`src/rtl/calc_pkg.sv`:
```
// Command/response codes, result record and bus widths shared by the calculator responder.
// Combinational definitions only; no latency or flow control.
package calc_pkg;

  localparam int CALC_DATA_W = 32;
  localparam int CALC_TAG_W  = 2;
  localparam int CALC_CMD_W  = 4;

  typedef enum logic [CALC_CMD_W-1:0] {
    CMD_NOP = 4'd0,
    CMD_ADD = 4'd1,
    CMD_SUB = 4'd2,
    CMD_SHL = 4'd5,
    CMD_SHR = 4'd6
  } calc_cmd_e;

  typedef enum logic [1:0] {
    RESP_NONE = 2'd0,
    RESP_OK   = 2'd1,
    RESP_OVF  = 2'd2,
    RESP_INV  = 2'd3
  } calc_resp_e;

  typedef struct packed {
    calc_resp_e             resp;
    logic [CALC_TAG_W-1:0]  tag;
    logic [CALC_DATA_W-1:0] data;
  } calc_result_t;

  function automatic logic is_shift_cmd(input logic [CALC_CMD_W-1:0] cmd);
    return (cmd == CMD_SHL) || (cmd == CMD_SHR);
  endfunction

endpackage

```
`src/rtl/calc_alu.sv`:
```
// Calculator datapath: short class (add/sub/invalid) valid in the op2 cycle, shifts 2 cycles later.
// No backpressure; each result is offered for exactly one cycle. Shifter exists only with CALC_RESP_SHIFT_EN.
module calc_alu
  import calc_pkg::*;
(
  input  logic                   clk,
  input  logic                   rst_n,
  input  logic                   start_vld,
  input  logic [CALC_CMD_W-1:0]  cmd,
  input  logic [CALC_TAG_W-1:0]  tag,
  input  logic [CALC_DATA_W-1:0] op1,
  input  logic [CALC_DATA_W-1:0] op2,
  output logic                   short_vld,
  output calc_result_t           short_dat,
  output logic                   long_vld,
  output calc_result_t           long_dat
);

  logic [CALC_DATA_W:0] sum;
  logic [CALC_DATA_W:0] diff;
  logic                 take_long;

  // The top bit of diff is the borrow, set exactly when op2 > op1 unsigned.
  always_comb begin
    sum       = {1'b0, op1} + {1'b0, op2};
    diff      = {1'b0, op1} - {1'b0, op2};
    short_dat = '{resp: RESP_INV, tag: tag, data: '0};
    case (cmd)
      CMD_ADD: begin
        short_dat.resp = sum[CALC_DATA_W] ? RESP_OVF : RESP_OK;
        short_dat.data = sum[CALC_DATA_W-1:0];
      end
      CMD_SUB: begin
        short_dat.resp = diff[CALC_DATA_W] ? RESP_OVF : RESP_OK;
        short_dat.data = diff[CALC_DATA_W-1:0];
      end
      default: ;
    endcase
  end

  assign short_vld = start_vld && !take_long;

`ifdef CALC_RESP_SHIFT_EN
  logic                   s1_vld;
  logic                   s1_left;
  logic [4:0]             s1_amt;
  logic [CALC_TAG_W-1:0]  s1_tag;
  logic [CALC_DATA_W-1:0] s1_data;
  logic                   s2_vld;
  logic                   s2_left;
  logic [2:0]             s2_amt;
  logic [CALC_TAG_W-1:0]  s2_tag;
  logic [CALC_DATA_W-1:0] s2_data;

  assign take_long = is_shift_cmd(cmd);

  // Two iterations: the byte-multiple part of the amount first, the remaining 0-7 bits on the way out.
  always_ff @(posedge clk or negedge rst_n) begin
    if (!rst_n) begin
      s1_vld  <= 1'b0;
      s1_left <= 1'b0;
      s1_amt  <= '0;
      s1_tag  <= '0;
      s1_data <= '0;
      s2_vld  <= 1'b0;
      s2_left <= 1'b0;
      s2_amt  <= '0;
      s2_tag  <= '0;
      s2_data <= '0;
    end else begin
      s1_vld <= start_vld && take_long;
      if (start_vld && take_long) begin
        s1_left <= (cmd == CMD_SHL);
        s1_amt  <= op2[4:0];
        s1_tag  <= tag;
        s1_data <= op1;
      end
      s2_vld <= s1_vld;
      if (s1_vld) begin
        s2_left <= s1_left;
        s2_amt  <= s1_amt[2:0];
        s2_tag  <= s1_tag;
        s2_data <= s1_left ? (s1_data << {s1_amt[4:3], 3'b000})
                           : (s1_data >> {s1_amt[4:3], 3'b000});
      end
    end
  end

  assign long_vld = s2_vld;

  always_comb begin
    long_dat      = '0;
    long_dat.resp = RESP_OK;
    long_dat.tag  = s2_tag;
    long_dat.data = s2_left ? (s2_data << s2_amt) : (s2_data >> s2_amt);
  end
`else
  logic unused_shift_clk;

  assign take_long        = 1'b0;
  assign long_vld         = 1'b0;
  assign long_dat         = '0;
  assign unused_shift_clk = &{1'b0, clk, rst_n};
`endif

endmodule

```
`src/rtl/calc_port_responder.sv`:
```
// Calculator responder: frames cmd/op1 then op2, computes, queues results; short ops out at C+3, shifts (CALC_RESP_SHIFT_EN) at C+5.
// No backpressure: legal framing guarantees the response FIFO never fills; one entry drains per cycle.
module calc_port_responder
  import calc_pkg::*;
#(
  parameter int RESP_FIFO_DEPTH = 4
) (
  input  logic                   clk,
  input  logic                   reset,
  input  logic [0:CALC_CMD_W-1]  req_cmd_in,
  input  logic [0:CALC_TAG_W-1]  req_tag_in,
  input  logic [0:CALC_DATA_W-1] req_data_in,
  output logic [0:1]             out_resp,
  output logic [0:CALC_TAG_W-1]  out_tag,
  output logic [0:CALC_DATA_W-1] out_data
);

  localparam int PTR_W = $clog2(RESP_FIFO_DEPTH);

  typedef enum logic {ST_IDLE, ST_OP2} frame_state_e;

  frame_state_e           state;
  logic [CALC_CMD_W-1:0]  cmd_q;
  logic [CALC_TAG_W-1:0]  tag_q;
  logic [CALC_DATA_W-1:0] op1_q;
  logic                   alu_start;

  always_ff @(posedge clk or negedge reset) begin
    if (!reset) begin
      state <= ST_IDLE;
      cmd_q <= '0;
      tag_q <= '0;
      op1_q <= '0;
    end else begin
      case (state)
        ST_IDLE: begin
          if (req_cmd_in != '0) begin
            state <= ST_OP2;
            cmd_q <= req_cmd_in;
            tag_q <= req_tag_in;
            op1_q <= req_data_in;
          end
        end
        ST_OP2:  state <= ST_IDLE;
        default: state <= ST_IDLE;
      endcase
    end
  end

  // op2 is consumed straight off the bus in the OP2 cycle; the command field there is ignored.
  assign alu_start = (state == ST_OP2);

  logic         short_vld;
  logic         long_vld;
  calc_result_t short_dat;
  calc_result_t long_dat;

  calc_alu u_alu (
    .clk       (clk),
    .rst_n     (reset),
    .start_vld (alu_start),
    .cmd       (cmd_q),
    .tag       (tag_q),
    .op1       (op1_q),
    .op2       (req_data_in),
    .short_vld (short_vld),
    .short_dat (short_dat),
    .long_vld  (long_vld),
    .long_dat  (long_dat)
  );

  calc_result_t     fifo_mem [RESP_FIFO_DEPTH];
  logic [PTR_W-1:0] wr_ptr;
  logic [PTR_W-1:0] rd_ptr;
  logic [PTR_W:0]   fifo_cnt;
  logic [1:0]       push_n;
  logic             fifo_pop;
  calc_result_t     out_q;

  assign push_n   = {1'b0, long_vld} + {1'b0, short_vld};
  assign fifo_pop = (fifo_cnt != '0);

  // A completing shift was always issued before a same-cycle short op, so it takes the lower slot.
  always_ff @(posedge clk) begin
    if (long_vld) begin
      fifo_mem[wr_ptr] <= long_dat;
    end
    if (short_vld) begin
      fifo_mem[wr_ptr + PTR_W'(long_vld)] <= short_dat;
    end
  end

  always_ff @(posedge clk or negedge reset) begin
    if (!reset) begin
      wr_ptr   <= '0;
      rd_ptr   <= '0;
      fifo_cnt <= '0;
      out_q    <= '0;
    end else begin
      wr_ptr   <= wr_ptr + PTR_W'(push_n);
      fifo_cnt <= fifo_cnt + (PTR_W+1)'(push_n) - (PTR_W+1)'(fifo_pop);
      if (fifo_pop) begin
        rd_ptr <= rd_ptr + PTR_W'(1);
      end
      out_q <= fifo_pop ? fifo_mem[rd_ptr] : '0;
    end
  end

  assign out_resp = out_q.resp;
  assign out_tag  = out_q.tag;
  assign out_data = out_q.data;

endmodule

```
`config.mk`:
```
export PLATFORM = sky130hd
export DESIGN_NAME = calc_port_responder
export DESIGN_NICKNAME = d
export VERILOG_FILES = /design/src/rtl/calc_pkg.sv /design/src/rtl/calc_alu.sv /design/src/rtl/calc_port_responder.sv
export SDC_FILE = /design/constraint.sdc
export NUM_CORES = 1
export LEC_CHECK = 0
export BUFFER_PORTS_ARGS = -buffer_cell sky130_fd_sc_hd__buf_2
export CAP_MARGIN = 20
export CORE_MARGIN = 5
export CORE_UTILIZATION = 55
export CTS_CLUSTER_SIZE = 12
export DETAILED_ROUTE_END_ITERATION = 8
export MAX_ROUTING_LAYER = met4
export PLACE_DENSITY = 0.78
export SLEW_MARGIN = 20
export SYNTH_ARGS = -nofsm -noshare
export SYNTH_HDL_FRONTEND = slang
export SYNTH_HIERARCHICAL = 1
export SYNTH_SLANG_ARGS = --single-unit
```
`constraint.sdc`:
```
create_clock -name clk -period 8.36 [get_ports clk]
set_input_delay 0.418 -clock clk [delete_from_list [all_inputs] [get_ports clk]]
set_output_delay 0.418 -clock clk [all_outputs]
set_load 0.02 [all_outputs]
```
==> impl_metrics.yaml <==
pwr:
  p_leak_nw: 6.05
  peakVddDrop_v: 0.000219
  total_power_mw: 5.46
  power.density_nw_per_um2: 355
cells_and_area:
  regArea_um2: 6380
  nFillCells: 1965
  area_delta_synth_final_pct: 9.73
  diodes: 0
  multi_input_area_um2: 6970
  layout.nets: 1330
  drive_above_1_share_pct: 30.8
  final_util_pct: 61.2
  fin_cells: 1567
  final_cell_mix: "180 x mux2_2, 144 x edfxtp_1, 87 x a21oi_1, 81 x dfrtp_1, 74 x buf_2"
  layout_commonest_cell: "mux2_2"
global_route:
  top_usage_layer: "met2"
  grt.total_usage_pct: 22.9
  use_met2_pct: 37.5
  grt_pass1_vias: 9583
  use_met1_pct: 30.4
  met3_usage_pct: 3.33
  grt_max_degree: 51
  antenna_found_initial: 0
  gr-total-overflow: 0
  grt_pass1_wl_um: 51500
route:
  vias: 9392
  wl_per_cell_um: 20.4
  drt_pass1_iterations: 5
  ant_nets: 0
  wirelength_um: 31900
  via_per_inst: 5.99
  drc: 0
  drtIter0Drc: 651
die:
  rows: 58
  die-height_um: 170
  initial_core_util_pct: 55.7
  die_x_um: 170
  coreArea_um2: 25100
  ios: 76
  die_area_um2: 28700
placement:
  dp_cells: 1520
  io_buffers: 75
  routabilityCongestion: 0.987
  hpwl_um: 21300
run:
  max_cap_violations: 0
yosys:
  synth-edff-count: 144
  synth_compound_area_share_pct: 13.6
  synth_top_family_by_area: "multiplexers"
  yosys-top-cells-area: "edfxtp_1 31%, dfrtp_1 15%, mux2_2 14%"
  synth_cell_types: 75
  synth_seq_cells: 226
  yosysWarnings: 6
  synth.largest_area_cell: "edfxtp_1"
  synthArstFlopShare_pct: 36.3
  synth_seq_area_share_pct: 45.6
  ys.flop_type: "edfxtp_1"
  synthMuxAreaShare_pct: 20.4
  synth_xor_area_share_pct: 0.501
  yosysTopAreaCellShare_pct: 30.9
  synth_area_um2: 14000
  synth_adder_area_share_pct: 6.60
  synthSimpleGateAreaFrac_pct: 7.13
  avgSynthCellArea_um2: 12.0
  synthCells: 1164
sta:
  tns_ps: 0
  maxSlewHeadroom_pct: 48.2
  final-setup-viol-count: 0
  hold_slack_ps: 116
  hold_violations: 0
  slew_violations: 0
  fin_skew_ps: 9.45
  post-route-period-util_pct: 45.3
  tightest_slew_ps: 776
  fmax_ghz: 0.264
  rsz0062_at_grt: "false"
  period_needed_ps: 3790
min_path:
  hp-class: "primary input to register"
  holdPathEnd: "tag_q[0]"
  holdPathStages: 2
  min_from: "req_tag_in[1]"
setup_path:
  timing.rr.start: "op1_q[0]"
  cpPeakStageDelay_ps: 460
  r2r_slack_ps: 4570
  cp.arrival_ps: 4080
  crit_chain: "inv_1, ha_1, fa_1, nor2b_1, o21ai_1, a2111oi_4, o21ai_1, o211a_1, o21ai_2, a311oi_1, a221oi_1, a21oi_1, mux2_2"
  crit_slowest_cell: "a2111oi_4"
  endpoint_kind: "register"
  worstPathRequired_ps: 8650
  r2r-end: "fifo_mem[3][30]"
  critPathLaunch: "op1_q[0]"
  critPathLaunchType: "register"
  criticalPathCategory: "register to register"
  reg2regPathDepth: 13
  critPathMostFrequentCell: "o21ai_1"
  crit_fanout: 4
clocking:
  cts_buffer_depth: 3
  insertion_delay_ps: 540
  h-tree-depth: 1
  ctsRootBufferMaster: "clkbuf_16"
  post-cts-setup-buffer-count: 0
  ctsResizeCount: 0
  clk_pin_slew_ps: 60
  cts_buffers: 25
  cts_tree: "built"
  clock-sinks: 226
run_status:
  status: "finished clean"
Yosys cell counts, drive strengths merged, types with 3 or more instances:
cell type,n
a2111oi,3
a211o,3
a211oi,9
a21o,14
a21oi,89
a221o,3
a221oi,16
a2bb2oi,4
a311oi,3
a31o,3
a31oi,12
buf,66
clkbuf,36
dfrtp,82
edfxtp,144
fa,3
ha,69
inv,69
mux2,180
mux4,36
nand2,25
nand2b,9
nand3,8
nand3b,5
nand4,3
nor2,57
nor2b,42
nor3,19
nor4,6
nor4b,3
o211ai,3
o21a,4
o21ai,38
o21bai,17
o221a,4
o22a,12
o22ai,6
o31a,5
o31ai,11
or2,7
or3,3
xnor2,8
stage by stage:
stage | area, um2 | setup slack, ps
after floorplan | 14100 | 5160
after global placement | 14500 | 4550
after detailed placement | 14600 | 4550
after CTS | 15400 | 4640
after global routing | 15400 | 4400
final | 15400 | 4570
cells by family (layout without fill, tap and decap cells):
group | Yosys count | after routing
mux | 218 | 218
other cells | 1 | 37
compound gates | 273 | 273
flops | 226 | 226
xor+xnor | 8 | 8
simple gates | 193 | 193
fa+ha+maj | 72 | 72
buf+inv | 173 | 210
worst max path at each step:
stage | to | slack [ps]
finish | fifo_mem[3][30] | 4570
global route | fifo_mem[3][30] | 4400
CTS | fifo_mem[3][30] | 4640
detailed placement | fifo_mem[3][30] | 4550
global placement | fifo_mem[1][34] | 4550
floorplan | fifo_mem[3][35] | 5160
registers in the layout (all words and copies together), names as in the netlist:
signal / flops
op1_q: 32
out_tag: 2
wr_ptr: 2
alu_start: 1
fifo_mem: 144
tag_q: 2
out_data: 32
out_resp: 2
cmd_q: 4
fifo_cnt: 3
rd_ptr: 2
layer usage:
metal / vias up / share of wire, %
li1: 4411 / -
met1: 4633 / 43
met2: 286 / 49
met3: 62 / 6.0
met4: 0 / 2.4
met5: - / 0
report_power, final:
group / leakage (nW) / total (mW) / internal, mW / switching [mW]
combinational: 3.35 / 2.48 / 1.04 / 1.44
sequential: 2.32 / 1.91 / 1.77 / 0.142
clock: 0.382 / 1.06 / 0.623 / 0.441
total: 6.05 / 5.46 / 3.43 / 2.03
final cells by class:
class | instances | share of cell area, %
clock buffers | 39 | 4.68
clock inverters | 7 | 0.513
inverters | 71 | 1.74
multi-input cells | 801 | 45.4
flip-flops and latches | 226 | 41.5
well taps | 330 | 2.69
repair buffers | 93 | 3.49
worst max-delay path, delay by kind of cell, from the launching register on:
kind | cells | cell delay [ps]
buf+inv | 1 | 50
flops | 1 | 360
mux | 1 | 290
compound gates | 8 | 2020
fa+ha+maj | 2 | 640
simple gates | 1 | 160
timing repair:
action / CTS / global route
setup endpoints to repair: 0 / 0
hold endpoints to repair: 32 / 0
hold buffers: 1 / 0
Note: power is estimated with default switching activity, not from simulation.
